===== config.mk =====
export PLATFORM = sky130hd
export DESIGN_NAME = keypad_scanner
export DESIGN_NICKNAME = d
export VERILOG_FILES = /design/src/rtl/keypad_pkg.sv /design/src/rtl/sync_2ff.sv /design/src/rtl/keypad_scanner.sv
export SDC_FILE = /design/constraint.sdc
export NUM_CORES = 1
export LEC_CHECK = 0
export ABC_AREA = 1
export CAP_MARGIN = 25
export CORE_UTILIZATION = 35
export CTS_CLUSTER_SIZE = 12
export DETAILED_ROUTE_END_ITERATION = 8
export DONT_BUFFER_PORTS = 1
export PLACE_DENSITY_LB_ADDON = 0.1
export SETUP_SLACK_MARGIN = 0.5
export SLEW_MARGIN = 40
export SYNTH_ARGS = -nofsm -noshare
export SYNTH_HDL_FRONTEND = slang
export SYNTH_SLANG_ARGS = --single-unit
export TNS_END_PERCENT = 5

===== constraint.sdc =====
create_clock -name clk -period 2.7 [get_ports clk]
set_input_delay 0.54 -clock clk [delete_from_list [all_inputs] [get_ports clk]]
set_output_delay 0.54 -clock clk [all_outputs]
set_load 0.01 [all_outputs]

===== src/rtl/keypad_pkg.sv =====
// Shared constants and scan-state encoding for the 4x4 keypad scanner.
package keypad_pkg;

    localparam int unsigned NUM_ROWS = 4;
    localparam int unsigned NUM_COLS = 4;
    localparam int unsigned NUM_KEYS = NUM_ROWS * NUM_COLS;

    typedef enum logic [0:0] {
        StIdle = 1'b0,
        StScan = 1'b1
    } scan_state_e;

endpackage


===== src/rtl/sync_2ff.sv =====
// Two-flop synchronizer for asynchronous inputs. It resets to all ones,
// which matches the idle level of pulled-up lines.
module sync_2ff #(
    parameter int unsigned WIDTH = 4
) (
    input  logic             clk_i,
    input  logic             reset_i,
    input  logic [WIDTH-1:0] d_i,
    output logic [WIDTH-1:0] q_o
);

    logic [WIDTH-1:0] meta_q;
    logic [WIDTH-1:0] sync_q;

    always_ff @(posedge clk_i) begin
        if (reset_i) begin
            meta_q <= '1;
            sync_q <= '1;
        end else begin
            meta_q <= d_i;
            sync_q <= meta_q;
        end
    end

    assign q_o = sync_q;

endmodule


===== src/rtl/keypad_scanner.sv =====
// 4x4 matrix keypad scanner. Each row is driven low for SCAN_DIV cycles and
// complete scans are debounced over DEBOUNCE_SCANS before the key vector is published.
module keypad_scanner
    import keypad_pkg::*;
#(
    parameter int unsigned SCAN_DIV       = 1000,
    parameter int unsigned DEBOUNCE_SCANS = 4
) (
    input  logic                clk,
    input  logic                reset,
    input  logic                enable,
    input  logic [NUM_COLS-1:0] col_in,
    output logic [NUM_ROWS-1:0] row_out,
    output logic [NUM_KEYS-1:0] keys_out,
    output logic                keys_valid_out,
    output logic                any_key_out
);

    localparam logic [15:0] CntLast   = 16'(SCAN_DIV - 1);
    localparam logic [3:0]  StableMax = 4'(DEBOUNCE_SCANS);

    scan_state_e         state_q, state_d;
    logic [1:0]          row_q, row_d;
    logic [15:0]         cnt_q, cnt_d;
    logic [NUM_KEYS-1:0] scan_vec_q, scan_vec_d;
    logic [NUM_KEYS-1:0] cand_q, cand_d;
    logic [3:0]          stable_q, stable_d;
    logic [NUM_KEYS-1:0] keys_q, keys_d;
    logic                valid_q, valid_d;
    logic [NUM_KEYS-1:0] new_vec;
    logic [NUM_COLS-1:0] col_sync;

    sync_2ff #(
        .WIDTH (NUM_COLS)
    ) u_col_sync (
        .clk_i   (clk),
        .reset_i (reset),
        .d_i     (col_in),
        .q_o     (col_sync)
    );

    always_comb begin
        state_d    = enable ? StScan : StIdle;
        row_d      = row_q;
        cnt_d      = cnt_q;
        scan_vec_d = scan_vec_q;
        cand_d     = cand_q;
        stable_d   = stable_q;
        keys_d     = keys_q;
        valid_d    = 1'b0;

        // Scan vector with the row being sampled this cycle merged in.
        new_vec = scan_vec_q;
        new_vec[{row_q, 2'b00} +: NUM_COLS] = ~col_sync;

        if (state_q == StIdle) begin
            row_d = 2'd0;
            cnt_d = 16'd0;
        end else if (cnt_q == CntLast) begin
            cnt_d      = 16'd0;
            row_d      = row_q + 2'd1;
            scan_vec_d = new_vec;
            if (row_q == 2'd3) begin
                if (new_vec == cand_q) begin
                    if (stable_q < StableMax) begin
                        stable_d = stable_q + 4'd1;
                    end
                end else begin
                    cand_d   = new_vec;
                    stable_d = 4'd1;
                end
                if ((stable_d == StableMax) && (cand_d != keys_q)) begin
                    keys_d  = cand_d;
                    valid_d = 1'b1;
                end
            end
        end else begin
            cnt_d = cnt_q + 16'd1;
        end
    end

    always_ff @(posedge clk) begin
        if (reset) begin
            state_q    <= StIdle;
            row_q      <= 2'd0;
            cnt_q      <= 16'd0;
            scan_vec_q <= '0;
            cand_q     <= '0;
            stable_q   <= 4'd0;
            keys_q     <= '0;
            valid_q    <= 1'b0;
        end else begin
            state_q    <= state_d;
            row_q      <= row_d;
            cnt_q      <= cnt_d;
            scan_vec_q <= scan_vec_d;
            cand_q     <= cand_d;
            stable_q   <= stable_d;
            keys_q     <= keys_d;
            valid_q    <= valid_d;
        end
    end

    // Outputs are decoded from registers only, so col_in never reaches them combinationally.
    always_comb begin
        row_out = 4'hF;
        if (state_q == StScan) begin
            row_out = ~(4'b0001 << row_q);
        end
    end

    assign keys_out       = keys_q;
    assign keys_valid_out = valid_q;
    assign any_key_out    = |keys_q;

endmodule


Word level (Yosys, flattened, before mapping)
Cells that the tools add are included.

word-level totals
  memory bits (read-only) = 0
  register bits = 80
  word-level logic and storage cells = 49
  memories kept = 0
  output and inout port bits = 22
  bits in writable memories = 0
  bits of input ports = 7
  bits in latches = 0

operators by class
  equal/unequal tests = 5
  $lt $le $gt $ge = 1
  reduce and logical (&&, ||, !) cells = 8
  muxes and demuxes = 13
  add/sub/neg operators = 4
  shift-type cells = 3
  divide/modulo/power cells = 0
  bitwise logic cells = 5
  multiply operators = 0

operators with widths
  operator                                                                      count
  16-bit two-way mux                                                            4
  4-bit two-way mux                                                             6
  16-bit by 1-bit adder with 16-bit output, second input constant               1
  16-bit bitwise mux                                                            1
  16-bit by 10-bit == test with 1-bit output, second input constant             1
  16-bit == test                                                                1
  16-bit != test                                                                1
  16-bit OR reduction                                                           1
  4-bit by 6-bit variable shift with 16-bit output, first input constant        1
  4-bit by 6-bit variable part select with 16-bit output                        1
  4-bit NOT                                                                     2
  4-bit negator with 6-bit output                                               1
  4-bit by 1-bit adder with 4-bit output, second input constant                 1
  4-bit by 3-bit == test with 1-bit output, second input constant               1
  4-bit by 3-bit less-than comparator with 1-bit output, second input constant  1
  4-bit AND reduction                                                           1
  4-bit OR reduction                                                            1
  1-bit by 2-bit << shifter with 4-bit output, first input constant             1
  1-bit NOT                                                                     3
  3-bit AND reduction                                                           1
  3-bit OR reduction                                                            1
  2-bit by 1-bit adder with 2-bit output, second input constant                 1
  2-bit == test, second input constant                                          1
  1-bit two-way mux                                                             2
  other kinds (3)                                                               3

Longest topological paths before layout
  depth after elaboration = 11
  mapped depth = 19
  mapped depth without buffers = 18

By module
Synthesis repeated with hierarchy kept, for this count alone.

unflattened totals
  cells, all modules = 601
  area total of the unflattened synthesis = 4008.8 um^2

by module, submodules not included
  module          sequential area each (um^2)  area an instance (um^2)  cells an instance  instances
  keypad_scanner  1441.4                       3784.9                   576                1
  sync_2ff        160.2                        224.0                    25                 1

Least setup slack after synthesis
OpenSTA, ideal clock, no wires.

  path type = reg-to-reg
  start point = reg row_q[0]
  end point = reg keys_q[1], in the netlist keys_out[1]
  period minus slack after synthesis = 2.335 ns
  required time = 2.587 ns
  setup time = 0.113 ns
  arrival = 2.222 ns
  path slack = 0.365 ns
  stages on the path, launching flop included = 18
  path buffers = 1
  cell sequence = dfxtp_1 -> inv_2 -> ha_1 -> inv_1 -> nand2_1 -> nor2_1 -> nand2_1 -> nand2_2 -> nand2_1 -> nand2_1 -> nand3_1 -> nor2_1 -> nand2_1 -> nor2_2 -> nand4_2 -> buf_2 -> nor2_1 -> nor2_1

between the ends
  cells in the longest elaborated chain, start to end = 11
  elaborated cells on any way between the ends = 18
  classes of those cells = add/sub (1); eq/ne (4); shift (2); mux (9); reduce/logical (2)

ends and longest elaborated chain
  item                                                                                                                        line                  text
  from (decl)                                                                                                                 keypad_scanner.sv:23  logic [1:0] row_q, row_d;
  from (signal assigned)                                                                                                      keypad_scanner.sv:94  row_q <= row_d;
  4-bit negator with 6-bit output                                                                                             keypad_scanner.sv:54  new_vec[{row_q, 2'b00} +: NUM_COLS] = ~col_sync;
  4-bit by 6-bit variable part select with 16-bit output or 4-bit by 6-bit variable shift with 16-bit output (tied branches)  keypad_scanner.sv:54
  16-bit bitwise mux                                                                                                          keypad_scanner.sv:54
  16-bit == test                                                                                                              keypad_scanner.sv:64  if (new_vec == cand_q) begin
  16-bit two-way mux or 4-bit two-way mux (tied branches)                                                                     keypad_scanner.sv:64
  16-bit two-way mux or 4-bit two-way mux (tied branches)                                                                     keypad_scanner.sv:63  if (row_q == 2'd3) begin
  16-bit two-way mux or 4-bit two-way mux (tied branches)                                                                     keypad_scanner.sv:59  end else if (cnt_q == CntLast) begin
  16-bit two-way mux or 4-bit two-way mux (tied branches)                                                                     keypad_scanner.sv:56  if (state_q == StIdle) begin
  16-bit != test or 4-bit by 3-bit == test with 1-bit output (tied branches)                                                  keypad_scanner.sv:72  if ((stable_d == StableMax) && (cand_d != keys_q)) begin
  1-bit logical AND                                                                                                           keypad_scanner.sv:72
  4-bit AND reduction (no source line)                                                                                        -
  to (signal assigned)                                                                                                        keypad_scanner.sv:99  keys_q <= keys_d;
  to (decl)                                                                                                                   keypad_scanner.sv:28  logic [NUM_KEYS-1:0] keys_q, keys_d;

Several ways; a longest one is shown, not always the timed one. The select of a mux whose other input is x is not followed.
A chain may end at the register's enable or synchronous reset.

Final worst setup path
Ends and elaborated chain as after synthesis.

==> reports/qor.txt <==
Final hold violation count = 0
Clk network pwr share = 0.463
Cells after Synth = 649
First-pass GRT wire length = 17940 um
Max Root-Sink Buffers = 2
Worst-margin pin slew = 688.9 ps
Post-DP HPWL = 8216 um
Horiz. Die Dim = 110.3 um
Nets = 681
Sw Share = 0.2201
Crit path buf inv count = 5
Outcome = complete, no violations
Vias in the first global route = 3550
Root Buffer Master = clkbuf_16
Fin crit share = 0.8890
Crit Path Max Fanout = 12
Total global-route track usage = 0.2013
Antenna diodes = 0
Lkg Pwr = 2.185 nW
TNS Setup = 0 ps
Pwr/cell area = 472.4 nW/um^2
Worst setup EP type = flop
Clock-pin slew on the worst setup and hold paths = 60 ps
Yosys warnings = 0
Critical path arrival = 2640 ps
Synth cell types = 27
Netlist Area Pre-Place = 4104 um^2
CP max stage delay = 380 ps
CP required = 2940 ps
Post-route DRC = 0
Largest family of logic cells by synthesized area = simple AND/OR/NAND/NOR gates
Initial Utilization = 0.3594
Total of max-cap violations = 0
Most frequent cells in the layout = nand2_1, dfxtp_1, nor2_1
DR WL/cell = 14.36 um
Total wire length = 11660 um
Sequential share of the synthesized area = 0.3902
FMAX = 416.6 MHz
H-tree Lvls = 3
Initial antenna violation count = 0
Number of synthesized register bits = 80
Synth area leader = dfxtp_1
Num ports = 29
Startpoint Class = flop
Crit path max-delay family = simple AND/OR/NAND/NOR gates
DP Cell Count = 787
Unrepaired setup endpoints after global routing = true
Vias = 3902
Post-Route Utilization = 0.4302
Post-synth net total = 663
Max Slew Vio Count = 0
Crit path time final = 2400 ps
Final setup violation count = 0
Final antenna-violating net count = 0
Clock buffer count from CTS = 9
Synth-to-Final Area Change = 19.70%
Vias/cell = 4.805
Post-Synth Adder-Cell Area = 0.02134
Layout cell share with drive strength beyond 1 = 0.1689
Mux contribution to synthesized area = 0
Clock Skew = 10.84 ps
Slew HR = 0.5402
Peak supply drop = 0.0003074 V
Worst min path class = in2reg
Drt first pass iters = 5
GPL Wtd Cong = 0.8313
Mean post-synth cell area = 6.323 um^2
CP cell instances = clkinv_8 > ha_4 > inv_2 > nand2_2 > nor2_4 > buf_4 > nand2_4 > nand2_4 > nand2_2 > nand2_2 > inv_2 > nand2_1 > nor2_2 > nand2_2 > nor2_4 > nand4_4 > clkbuf_16 > nor2_1 > nor2_1
Drt initial violations = 164
CTS tree = done
Simple-gate share of the synthesized area = 0.4235
Die Height = 110.3 um
# port buffers = 0
Cell Int Power = 1.810 mW
Crit Path Class = reg2reg
Most common cell on crit path = nand2_2
Synth top area share = 0.3902
XOR/XNOR Fraction of Synth Area = 0.01067
Non-Filler Instances = 812
Row count = 39
Slowest-stage cell, CP = dfxtp_4
Largest net degree at the start of global routing = 45
Ranking of synthesized cells by area = dfxtp_1, nand2_1, nor2_1
Complex-gate fraction of the synthesized area = 0.06921
Overflow after GRT = 0
Die area = 12160 um^2
Sw Pwr = 0.5108 mW
Sequential Power Share = 0.512
Most common cell after layout, fill and taps aside = nand2_1
Min Hold Slack = 273.7 ps
Core area = 11420 um^2
Worst skew pair latency = 350 ps
Gate power share = 0.025
Clock sink total = 80
## registers in the layout (all words and copies together) (netlist names)
signal	flops
row_q	2
stable_q	4
cand_q	16
keys_out	16
keys_valid_out	1
u_col_sync.meta_q	4
scan_vec_q	16
cnt_q	16
state_q	1
u_col_sync.q_o	4
## kinds of logic after synthesis
group                    count (synthesis)
flip-flops                              80
adder cells (fa/ha/maj)                  7
buffers and inverters                   88
AO/OA/AOI/OAI                           55
XOR/XNOR                                 5
AND/OR/NAND/NOR                        414
## worst register-to-register path: cells and delay by family, from the launching register on
family                   cells  cell delay, ps
buffers and inverters        5             520
adder cells (fa/ha/maj)      1             300
flip-flops                   1             380
AND/OR/NAND/NOR             13            1090
## synthesized netlist by cell type
library cell / number
xor2_1: 3
nand4_2: 1
inv_2: 2
nor2_1: 85
nand2_2: 9
nor4_1: 8
nand3_1: 49
buf_2: 3
o211ai_1: 1
a21oi_1: 42
nand2_1: 234
dfxtp_1: 80
inv_1: 71
ha_1: 7
nand4_1: 5
nor2_2: 5
or2_2: 9
nor3_1: 4
clkbuf_1: 9
o21ai_0: 9
a31oi_1: 2
nand3b_1: 2
clkinv_1: 1
a2111oi_0: 1
buf_6: 2
xnor2_1: 2
nor3b_1: 3
## worst paths after layout
| path | startpoint | to | slack [ps] | depth (start not counted) |
|---|---|---|---|---|
| min | reset | cand_q[1]$_SDFFE_PP0P_ | 270 | 1 |
| max | row_q[0]$_SDFFE_PP0N_ | keys_out[1]$_SDFFE_PP0P_ | 300 | 19 |
| max reg2reg | row_q[0]$_SDFFE_PP0N_ | keys_out[1]$_SDFFE_PP0P_ | 300 | 19 |
| min reg2reg | u_col_sync.meta_q[3]$_SDFF_PP1_ | u_col_sync.q_o[3]$_SDFF_PP1_ | 410 | 1 |
## area by class of cell
type | instances | area, um^2
fill | 1220 | 6506
multi-input combinational | 481 | 2382
sequential | 80 | 1609
inverter | 74 | 290.3
clock buffer | 11 | 232.7
timing repair buffer | 21 | 209.0
tap | 143 | 178.9
clock inverter | 2 | 10.01
## repair_timing
item / CTS / global route
pin swaps: 0 / 16
gates resized for setup: 24 / 52
gates cloned: 0 / 2
hold buffers: 0 / 0
buffers inserted: 0 / 10
setup endpoints to repair: 21 / 38
## power by group through the flow
stage / logic, mW / clock network [mW] / registers [mW]
floorplan: 0.0451 / 0 / 1.22
global placement: 0.0517 / 0 / 1.22
detailed placement: 0.0524 / 0 / 1.22
CTS: 0.0540 / 1.11 / 1.19
global route: 0.0667 / 1.15 / 1.19
finish: 0.0585 / 1.07 / 1.19
## per-layer routing
metal | up-vias | part of all wire | GRT usage
met4 | 0 | 0.017 | 0.08459
met5 | - | 0 | 0
met2 | 80 | 0.48 | 0.3323
li1 | 2064 | - | -
met1 | 1743 | 0.46 | 0.2534
met3 | 15 | 0.042 | 0.04233
## per-stage QoR
stage	worst slack (ps)	cell area (um^2)	total power, mW
final	299.7	4912	2.320
after global routing	136.1	4912	2.404
after CTS	301.1	4621	2.350
after detailed placement	105.5	4300	1.269
after global placement	160.8	4300	1.269
after floorplan	593.4	4128	1.261
No activity file was read; power rests on OpenSTA's default activity.
